### src/rtl/iob_ethoc_pkg.sv
// Shared definitions for the IOb-to-Wishbone bridge in front of the Ethernet MAC.
package iob_ethoc_pkg;

    typedef enum logic [1:0] {
        ST_IDLE   = 2'd0,
        ST_WB_REQ = 2'd1,
        ST_RESP   = 2'd2
    } state_t;

    localparam logic [31:0] ETHOC_TIMEOUT_DATA = 32'hDEAD_BEEF;

    localparam logic [11:0] ETHOC_MODER_OFFSET = 12'h000;
    localparam logic [11:0] ETHOC_TX_BD_BASE   = 12'h400;
    localparam logic [11:0] ETHOC_RX_BD_BASE   = 12'h600;

endpackage

### src/rtl/iob_ethoc_wb_bridge_if.sv
// IOb native bus and classic Wishbone bus bundles used by the bridge ports.
interface iob_ethoc_iob_if #(
    parameter int unsigned ADDR_W = 12,
    parameter int unsigned DATA_W = 32
);
    logic                  valid;
    logic [ADDR_W-1:0]     address;
    logic [DATA_W-1:0]     wdata;
    logic [DATA_W/8-1:0]   wstrb;
    logic [DATA_W-1:0]     rdata;
    logic                  ready;
    logic                  err_o;

    modport master (output valid, address, wdata, wstrb, input rdata, ready, err_o);
    modport slave  (input valid, address, wdata, wstrb, output rdata, ready, err_o);
endinterface

interface iob_ethoc_wb_if #(
    parameter int unsigned ADDR_W = 12,
    parameter int unsigned DATA_W = 32
);
    logic [ADDR_W-1:0]     wb_adr_o;
    logic [DATA_W-1:0]     wb_dat_o;
    logic [DATA_W/8-1:0]   wb_sel_o;
    logic                  wb_we_o;
    logic                  wb_cyc_o;
    logic                  wb_stb_o;
    logic [DATA_W-1:0]     wb_dat_i;
    logic                  wb_ack_i;
    logic                  wb_err_i;

    modport master (output wb_adr_o, wb_dat_o, wb_sel_o, wb_we_o, wb_cyc_o, wb_stb_o,
                    input  wb_dat_i, wb_ack_i, wb_err_i);
    modport slave  (input  wb_adr_o, wb_dat_o, wb_sel_o, wb_we_o, wb_cyc_o, wb_stb_o,
                    output wb_dat_i, wb_ack_i, wb_err_i);
endinterface

### src/rtl/iob_ethoc_timeout_cnt.sv
// Loadable up-counter that flags the LIMIT-th enabled cycle since the last clear.
module iob_ethoc_timeout_cnt #(
    parameter int unsigned CNT_W = 16,
    parameter int unsigned LIMIT = 255
) (
    input  logic             clk_i,
    input  logic             rst_i,
    input  logic             clr,
    input  logic             load,
    input  logic [CNT_W-1:0] load_val,
    input  logic             en,
    output logic             expired
);
    logic [CNT_W-1:0] count;

    // count holds the number of enabled cycles already elapsed, so the
    // LIMIT-th cycle is the one where count equals LIMIT-1.
    assign expired = (count == CNT_W'(LIMIT - 1));

    always_ff @(posedge clk_i) begin
        if (rst_i || clr) begin
            count <= '0;
        end else if (load) begin
            count <= load_val;
        end else if (en && !expired) begin
            count <= count + 1'b1;
        end
    end
endmodule

### src/rtl/iob_ethoc_wb_bridge.sv
// Converts single IOb native requests into classic Wishbone cycles with a timeout guard.
module iob_ethoc_wb_bridge
    import iob_ethoc_pkg::*;
#(
    parameter int unsigned ADDR_W  = 12,
    parameter int unsigned DATA_W  = 32,
    parameter int unsigned TIMEOUT = 255
) (
    input logic            clk_i,
    input logic            rst_i,
    iob_ethoc_iob_if.slave iob,
    iob_ethoc_wb_if.master wb
);
    localparam int unsigned SEL_W = DATA_W / 8;

    state_t              state, state_nxt;
    logic                accept, capture, cap_err, expired;
    logic [DATA_W-1:0]   cap_data;

    logic [ADDR_W-1:0]   adr_q;
    logic [DATA_W-1:0]   dat_q;
    logic [SEL_W-1:0]    sel_q;
    logic                we_q;
    logic                stb_q;
    logic                ready_q;
    logic                err_q;
    logic [DATA_W-1:0]   rdata_q;

    iob_ethoc_timeout_cnt #(
        .CNT_W (16),
        .LIMIT (TIMEOUT)
    ) u_timeout_cnt (
        .clk_i    (clk_i),
        .rst_i    (rst_i),
        .clr      (accept),
        .load     (1'b0),
        .load_val ('0),
        .en       (state == ST_WB_REQ),
        .expired  (expired)
    );

    always_comb begin
        state_nxt = state;
        accept    = 1'b0;
        capture   = 1'b0;
        cap_err   = 1'b0;
        cap_data  = '0;
        case (state)
            ST_IDLE: begin
                if (iob.valid) begin
                    accept    = 1'b1;
                    state_nxt = ST_WB_REQ;
                end
            end
            ST_WB_REQ: begin
                if (wb.wb_ack_i) begin
                    capture  = 1'b1;
                    cap_data = we_q ? '0 : wb.wb_dat_i;
                end else if (wb.wb_err_i) begin
                    capture = 1'b1;
                    cap_err = 1'b1;
                end else if (expired) begin
                    capture  = 1'b1;
                    cap_err  = 1'b1;
                    cap_data = DATA_W'(ETHOC_TIMEOUT_DATA);
                end
                if (capture) begin
                    state_nxt = ST_RESP;
                end
            end
            ST_RESP:  state_nxt = ST_IDLE;
            default:  state_nxt = ST_IDLE;
        endcase
    end

    // Strobe, ready and error are registered from the next state so every
    // output comes straight from a flop.
    always_ff @(posedge clk_i) begin
        if (rst_i) begin
            state   <= ST_IDLE;
            adr_q   <= '0;
            dat_q   <= '0;
            sel_q   <= '0;
            we_q    <= 1'b0;
            stb_q   <= 1'b0;
            ready_q <= 1'b0;
            err_q   <= 1'b0;
            rdata_q <= '0;
        end else begin
            state <= state_nxt;
            if (accept) begin
                adr_q <= {iob.address[ADDR_W-1:2], 2'b00};
                dat_q <= iob.wdata;
                sel_q <= (|iob.wstrb) ? iob.wstrb : '1;
                we_q  <= |iob.wstrb;
            end
            stb_q   <= (state_nxt == ST_WB_REQ);
            ready_q <= (state_nxt == ST_RESP);
            err_q   <= capture && cap_err;
            if (capture) begin
                rdata_q <= cap_data;
            end
        end
    end

    assign iob.rdata   = rdata_q;
    assign iob.ready   = ready_q;
    assign iob.err_o   = err_q;

    assign wb.wb_adr_o = adr_q;
    assign wb.wb_dat_o = dat_q;
    assign wb.wb_sel_o = sel_q;
    assign wb.wb_we_o  = we_q;
    assign wb.wb_cyc_o = stb_q;
    assign wb.wb_stb_o = stb_q;
endmodule

### src/flat_wrapper.sv
// flat-port wrapper written by rule: the top's interface ports become plain ports
module iob_ethoc_wb_bridge_flat import iob_ethoc_pkg::*;
#(
    parameter int unsigned ADDR_W  = 12,
    parameter int unsigned DATA_W  = 32,
    parameter int unsigned TIMEOUT = 255
)
  (clk_i, rst_i, iob_valid, iob_address, iob_wdata, iob_wstrb, iob_rdata, iob_ready, iob_err_o, wb_wb_adr_o, wb_wb_dat_o, wb_wb_sel_o, wb_wb_we_o, wb_wb_cyc_o, wb_wb_stb_o, wb_wb_dat_i, wb_wb_ack_i, wb_wb_err_i);
  iob_ethoc_iob_if #(.ADDR_W(ADDR_W), .DATA_W(DATA_W)) iob_i ();
  iob_ethoc_wb_if #(.ADDR_W(ADDR_W), .DATA_W(DATA_W)) wb_i ();
  input logic clk_i;
  input logic rst_i;
  input wire logic [$bits(iob_i.valid)-1:0] iob_valid;
  input wire logic [$bits(iob_i.address)-1:0] iob_address;
  input wire logic [$bits(iob_i.wdata)-1:0] iob_wdata;
  input wire logic [$bits(iob_i.wstrb)-1:0] iob_wstrb;
  output wire logic [$bits(iob_i.rdata)-1:0] iob_rdata;
  output wire logic [$bits(iob_i.ready)-1:0] iob_ready;
  output wire logic [$bits(iob_i.err_o)-1:0] iob_err_o;
  output wire logic [$bits(wb_i.wb_adr_o)-1:0] wb_wb_adr_o;
  output wire logic [$bits(wb_i.wb_dat_o)-1:0] wb_wb_dat_o;
  output wire logic [$bits(wb_i.wb_sel_o)-1:0] wb_wb_sel_o;
  output wire logic [$bits(wb_i.wb_we_o)-1:0] wb_wb_we_o;
  output wire logic [$bits(wb_i.wb_cyc_o)-1:0] wb_wb_cyc_o;
  output wire logic [$bits(wb_i.wb_stb_o)-1:0] wb_wb_stb_o;
  input wire logic [$bits(wb_i.wb_dat_i)-1:0] wb_wb_dat_i;
  input wire logic [$bits(wb_i.wb_ack_i)-1:0] wb_wb_ack_i;
  input wire logic [$bits(wb_i.wb_err_i)-1:0] wb_wb_err_i;
  assign iob_i.valid = iob_valid;
  assign iob_i.address = iob_address;
  assign iob_i.wdata = iob_wdata;
  assign iob_i.wstrb = iob_wstrb;
  assign iob_rdata = iob_i.rdata;
  assign iob_ready = iob_i.ready;
  assign iob_err_o = iob_i.err_o;
  assign wb_wb_adr_o = wb_i.wb_adr_o;
  assign wb_wb_dat_o = wb_i.wb_dat_o;
  assign wb_wb_sel_o = wb_i.wb_sel_o;
  assign wb_wb_we_o = wb_i.wb_we_o;
  assign wb_wb_cyc_o = wb_i.wb_cyc_o;
  assign wb_wb_stb_o = wb_i.wb_stb_o;
  assign wb_i.wb_dat_i = wb_wb_dat_i;
  assign wb_i.wb_ack_i = wb_wb_ack_i;
  assign wb_i.wb_err_i = wb_wb_err_i;
  iob_ethoc_wb_bridge #(.ADDR_W(ADDR_W), .DATA_W(DATA_W), .TIMEOUT(TIMEOUT)) u_core (.clk_i(clk_i), .rst_i(rst_i), .iob(iob_i), .wb(wb_i));
endmodule
### config.mk
export PLATFORM = sky130hd
export DESIGN_NAME = iob_ethoc_wb_bridge_flat
export DESIGN_NICKNAME = d
export VERILOG_FILES = /design/src/rtl/iob_ethoc_pkg.sv /design/src/rtl/iob_ethoc_wb_bridge_if.sv /design/src/rtl/iob_ethoc_timeout_cnt.sv /design/src/rtl/iob_ethoc_wb_bridge.sv /design/src/flat_wrapper.sv
export SDC_FILE = /design/constraint.sdc
export NUM_CORES = 1
export LEC_CHECK = 0
export ABC_AREA = 1
export CAP_MARGIN = 30
export CORE_AREA = 10 10 93 135
export DETAILED_ROUTE_END_ITERATION = 7
export DIE_AREA = 0 0 103 145
export GPL_TIMING_DRIVEN = 1
export PLACE_DENSITY = 0.81
export SLEW_MARGIN = 30
export SYNTH_ARGS = -nofsm -noshare
export SYNTH_HDL_FRONTEND = slang
export SYNTH_SLANG_ARGS = --single-unit
### constraint.sdc
create_clock -name clk_i -period 2 [get_ports clk_i]
set_input_delay 0.3 -clock clk_i [delete_from_list [all_inputs] [get_ports clk_i]]
set_output_delay 0.3 -clock clk_i [all_outputs]
set_load 0.05 [all_outputs]
Yosys cells after proc, flatten, opt, wreduce, memory -nomap -nowiden

Cells that the tools add are included.

Eq/ne operators: 4
$add $sub $neg: 1
Mux-type cells: 18
Reductions and logical operators: 6

Operators with widths:

| operator                                             | number |
|---|---|
| two-way mux 32 bit                                   | 5 |
| adder 16 x 1 -> 16 bit, second input constant        | 1 |
| equality test 16 x 8 -> 1 bit, second input constant | 1 |
| two-way mux 1 bit                                    | 9 |
| equality test 2 x 1 -> 1 bit, second input constant  | 2 |
| two-way mux 2 bit                                    | 2 |
| two-way mux 4 bit                                    | 1 |
| one-hot mux 2 bit (2 select lines)                   | 1 |
| OR reduction 4 bit                                   | 1 |
| equality test 2 bit, second input constant           | 1 |
| logical AND 1 bit                                    | 2 |
| logical NOT 2 bit                                    | 1 |
| logical NOT 1 bit                                    | 1 |
| logical OR 1 bit                                     | 1 |

Register bits: 100
Input bits: 85
Output and inout port bits: 85
Logic and storage cells: 39

Longest topological paths before layout

Word-level depth: 8
Depth in mapped cells: 11
Mapped depth without buffers: 10

Cells and area by module

From an unflattened synthesis, not the netlist that was laid out.

Cell total of the unflattened synthesis: 693
Area, all modules: 4570.6 µm²

Modules (own cells, without submodules):

| module                | times used | area each (µm²) | seq. area each (µm²) | cells each |
|---|---|---|---|---|
| iob_ethoc_wb_bridge   | 1          | 3324.4          | 1681.6               | 477 |
| iob_ethoc_timeout_cnt | 1          | 1246.2          | 320.3                | 216 |

Least setup slack after synthesis

No wires, ideal clock.

Kind: reg-to-reg
Start point: reg u_core.we_q, in the netlist u_core.wb.wb_we_o
End point: reg u_core.rdata_q[21], in the netlist u_core.iob.rdata[21]
Arrival time: 1.314 ns
Path buffers: 1
Cell stages (with the launch flop): 7
Setup slack: 0.573 ns
Period minus slack after synthesis: 1.427 ns
Required time: 1.887 ns
Cell sequence: dfxtp_1 -> nor2_1 -> clkbuf_1 -> nand2_1 -> nand2_1 -> nor2_1 -> nor2_1

Cells in the longest elaborated chain, start to end: 3

RTL lines:

| item                     | RTL line                   | text |
|---|---|---|
| start: declaration       | iob_ethoc_wb_bridge.sv:23  | `logic we_q;` |
| start signal: assignment | iob_ethoc_wb_bridge.sv:95  | `we_q <= \|iob.wstrb;` |
| two-way mux 32 bit       | iob_ethoc_wb_bridge.sv:58  | `cap_data = we_q ? '0 : wb.wb_dat_i;` |
| two-way mux 32 bit       | iob_ethoc_wb_bridge.sv:56  | `if (wb.wb_ack_i) begin` |
| two-way mux 32 bit       | iob_ethoc_wb_bridge.sv:48  | `case (state)` |
| end signal: assignment   | iob_ethoc_wb_bridge.sv:101 | `rdata_q <= cap_data;` |
| end: declaration         | iob_ethoc_wb_bridge.sv:27  | `logic [DATA_W-1:0] rdata_q;` |

No other way between the ends.
A chain may end at the register's enable or synchronous reset.

Worst setup path after layout

Start point: reg u_core.we_q, in the netlist u_core.wb.wb_we_o
End point: out wb_wb_we_o

RTL lines:

| item             | RTL line           | text |
|---|---|---|
| end: declaration | flat_wrapper.sv:23 | `output wire logic [$bits(wb_i.wb_we_o)-1:0] wb_wb_we_o;` |

No word-level cell between the ends.

==> summary.md <==
| Metric | Value |
|---|---|
| Initial antenna violation count | `0` |
| Worst Path Arrival | `about 1.6 ns` |
| PostCTS Resize Cnt | `0` |
| Startpoint Class | `flip-flop` |
| Avg Cell Area, Syn | `6.797 µm²` |
| CTS tree | `yes` |
| Max transition margin | `~62%` |
| Vias per cell | `4.826` |
| Vias in the first global route | `4149` |
| Least-Margin Pin Slew | `0.5746 ns` |
| Post-synth cell types | `26` |
| FF-to-FF path depth | `10` |
| Post-synthesis adder-cell area fraction | `less than 1%` |
| Worst Hold Class | `flip-flop to flip-flop` |
| R2r setup slk | `0.32 ns` |
| Die area | `between 10000 and 15000 µm²` |
| Syn. warnings | `0` |
| Post-DP HPWL | `between 9000 and 10000 µm` |
| Post-route ant nets | `0` |
| Row cnt | `45` |
| Share of cells above drive strength 1 | `under 10%` |
| TritonRoute pass-1 iters | `4` |
| Slew Limit Fails | `0` |
| Clk_skew | `0.01091 ns` |
| Routability cong. | `between 0.9 and 1` |
| Comb pwr share | `about 25%` |
| H-tree levels | `3` |
| Status | `completed` |
| PD cells | `~810 nW/µm²` |
| Final Hold Fails | `0` |
| Area delta synth->final | `47.23%` |
| CP Capture Type | `primary output` |
| Main combinational cell family by area after synthesis | `simple AND/OR/NAND/NOR gates` |
| Slowest stage delay, CP | `0.86 ns` |
| TNS Setup | `0 ns` |
| Final number of setup-violating endpoints | `0` |
| Crit-path max FO | `4` |
| Maximum VDD drop | `0.5230 mV` |
| #FFs+latches synth | `100` |
| Seq/Total Area, Yosys | `between 40 and 50%` |
| Core area | `10130 µm²` |
| CP Cell Sequence | `clkdlybuf4s50_1` |
| Fmax | `0.5252 GHz` |
| Starting Density | `a little over two fifths` |
| N_diodes | `0` |
| Sw Share | `31.67%` |
| Remaining global-route overflow | `0` |
| Hold Buf Count CTS | `0` |
| Reg-to-reg critical path startpoint | `u_core.u_timeout_cnt.count[0]` |
| Min Tclk post-route | `1.904 ns` |
| P_leak | `0.002668 µW` |
| Boundary Pins | `170` |
| Crit-path leading delay family | `buffers and inverters` |
| Worst hold endpoint | `u_core.iob.rdata[17]` |
| Postcts setup bufs | `0` |
| Internal power | `3476 µW` |
| Worst-path clk slew | `0.07 ns` |
| Post-DR wirelength/cell | `roughly 14 µm` |
| Max cap viols | `0` |
| Mux cell area share after synthesis | `0%` |
| Required @ worst endpoint | `1.70 ns` |
| Initial DRC Count | `196` |
| Final Cycle Share | `95.21%` |
| Gate Count Post-Synth | `624` |
| WHS | `0.4663 ns` |
| Clock sinks | `100` |
| P_sw | `1611 µW` |
| Synth Area in XOR/XNOR | `1.652%` |
| DIE WIDTH | `103 µm` |
| Buffers & Inverters on Critical Path | `1` |
| Clock power share | `31.7%` |
| Hold Startpoint | `u_core.iob.rdata[17]` |
| RSZ-0062 raised after global routing | `no` |
| Reg2reg end | `u_core.u_timeout_cnt.count[8]` |
| Synth Area in Simple Gates | `32.24%` |
| Drt drc | `0` |
| Seq pwr share | `a little over two fifths` |
| Crit-path slowest cell | `clkdlybuf4s50_1` |
| I/O Buffers | `165` |
| Worst skew pair latency | `0.35 ns` |
| Num CTS Buffers | `9` |
| Routed via count | `4339` |
| Commonest cells after routing, fill and taps aside | `171 x nand2_1, 165 x clkdlybuf4s50_1, 163 x nor2_1` |
| Critical Path Start | `u_core.wb.wb_we_o` |
| Routed wire length | `around 13000 µm` |
| CTS Root Cell | `clkbuf_16` |
| Post-Syn Area | `approximately 4200 µm²` |
| Fillers | `886` |
| Critical path type | `flip-flop to primary output` |
| Fraction of the mapped netlist area in compound gates | `9.912%` |
| Cells on Worst Hold Path | `2` |
| Pin count of the biggest net entering global routing | `71` |
| First-pass GRT wire length | `20590 µm` |
| All-Layer GR Usage | `between 15 and 20%` |
| Post-layout net count | `864` |
| Clock buffer depth | `2` |
| Most common cell after layout, fill and taps aside | `nand2_1` |
| Die height | `145 µm` |
==> how the worst max path moves through the flow <==
stage | to | slack, ns | cells after the start
floorplan | u_core.iob.rdata[21] | 0.57 | 6
global placement | u_core.u_timeout_cnt.count[12] | 0.33 | 4
detailed placement | u_core.u_timeout_cnt.count[6] | 0.27 | 4
CTS | wb_wb_we_o | 0.08 | 1
global route | wb_wb_we_o | 0.01 | 1
finish | wb_wb_we_o | 0.1 | 1
==> cells in the mapped netlist <==
master / count / area (µm²)
buf_2: 12 / 60.06
buf_4: 3 / 22.52
xor2_1: 6 / 52.55
ha_1: 2 / 25.02
nand2_1: 171 / 641.9
nand4_1: 2 / 12.51
clkinv_1: 2 / 7.510
nor3_2: 1 / 10.01
nand3_2: 1 / 10.01
nor4_1: 1 / 6.260
inv_1: 42 / 157.7
buf_1: 1 / 3.750
nor2_1: 163 / 611.8
nand3_1: 9 / 45.04
a21oi_1: 28 / 140.1
xnor2_1: 2 / 17.52
nand2_2: 3 / 18.77
o21ai_0: 47 / 235.2
clkbuf_1: 15 / 56.30
dfxtp_1: 100 / 2002
nor3_1: 1 / 5.000
conb_1: 1 / 3.750
nor2_2: 1 / 6.260
inv_2: 3 / 11.26
buf_6: 3 / 33.78
o221a_2: 4 / 45.04
==> routing by layer <==
| metal | part of all wire, % | GRT usage (%) | wire length, µm | vias to the layer above |
|---|---|---|---|---|
| li1 | - | - | - | 2217 |
| met1 | 36 | 16.92 | 4587 | 1950 |
| met2 | 53 | 30.08 | 6727 | 156 |
| met3 | 9.0 | 6.407 | 1150 | 16 |
| met4 | 2.4 | 8.380 | 309 | 0 |
| met5 | 0 | 0 | 0 | - |
==> sequential cells by signal, indices dropped and copies added (netlist names) <==
signal,flops
u_core.wb.wb_dat_o,32
u_core.state,2
u_core.wb.wb_adr_o,10
u_core.iob.ready,1
u_core.wb.wb_we_o,1
u_core.wb.wb_sel_o,4
u_core.u_timeout_cnt.count,16
u_core.iob.err_o,1
u_core.wb.wb_cyc_o,1
u_core.iob.rdata,32
==> metrics by stage <==
stage / setup slack (ns) / area, µm² / total power, µW / std cells / utilization (%)
floorplan: 0.5734 / 4245 / 3020 / 625 / -
global placement: 0.3328 / 5967 / 3502 / 883 / 58.88
detailed placement: 0.2711 / 5967 / 3527 / 883 / 58.88
CTS: 0.07591 / 6245 / 5146 / 899 / 61.62
global route: 0.01108 / 6245 / 5329 / 899 / 61.62
finish: 0.09581 / 6245 / 5087 / 899 / 61.62
==> tightest hold or removal path, stage by stage (launching register included) <==
cell and delay (ns):
dfxtp_1 0.31, nand2_1 0.06, a21oi_1 0.05
==> kinds of logic (layout without fill, tap and decap cells) <==
group	after synthesis	count (layout)
other	1	2
adders and majority gates	2	2
xor gates and xnor gates	8	8
buffers and inverters	81	238
and+or+nand+nor	353	353
AOI/OAI and AO/OA	79	79
DFF	100	100
==> area by class of cell <==
class | count | area (µm²) | area share, %
Clock buffer | 10 | 239.0 | 3.827
Clock inverter | 6 | 38.79 | 0.6211
Inverter | 47 | 176.4 | 2.825
Multi-Input combinational cell | 444 | 1891 | 30.27
Sequential cell | 100 | 2002 | 32.06
Tap cell | 117 | 146.4 | 2.344
Timing Repair Buffer | 175 | 1752 | 28.05
==> power by group through the flow <==
stage | clock [µW] | sequential, µW | combinational [µW]
2_1_floorplan | 0 | 2670 | 349
3_3_place_gp | 0 | 2230 | 1270
3_5_place_dp | 0 | 2240 | 1290
4_1_cts | 1660 | 2190 | 1300
5_1_grt | 1750 | 2200 | 1380
6_report | 1610 | 2190 | 1290
Power figures use the tool's default switching activity.
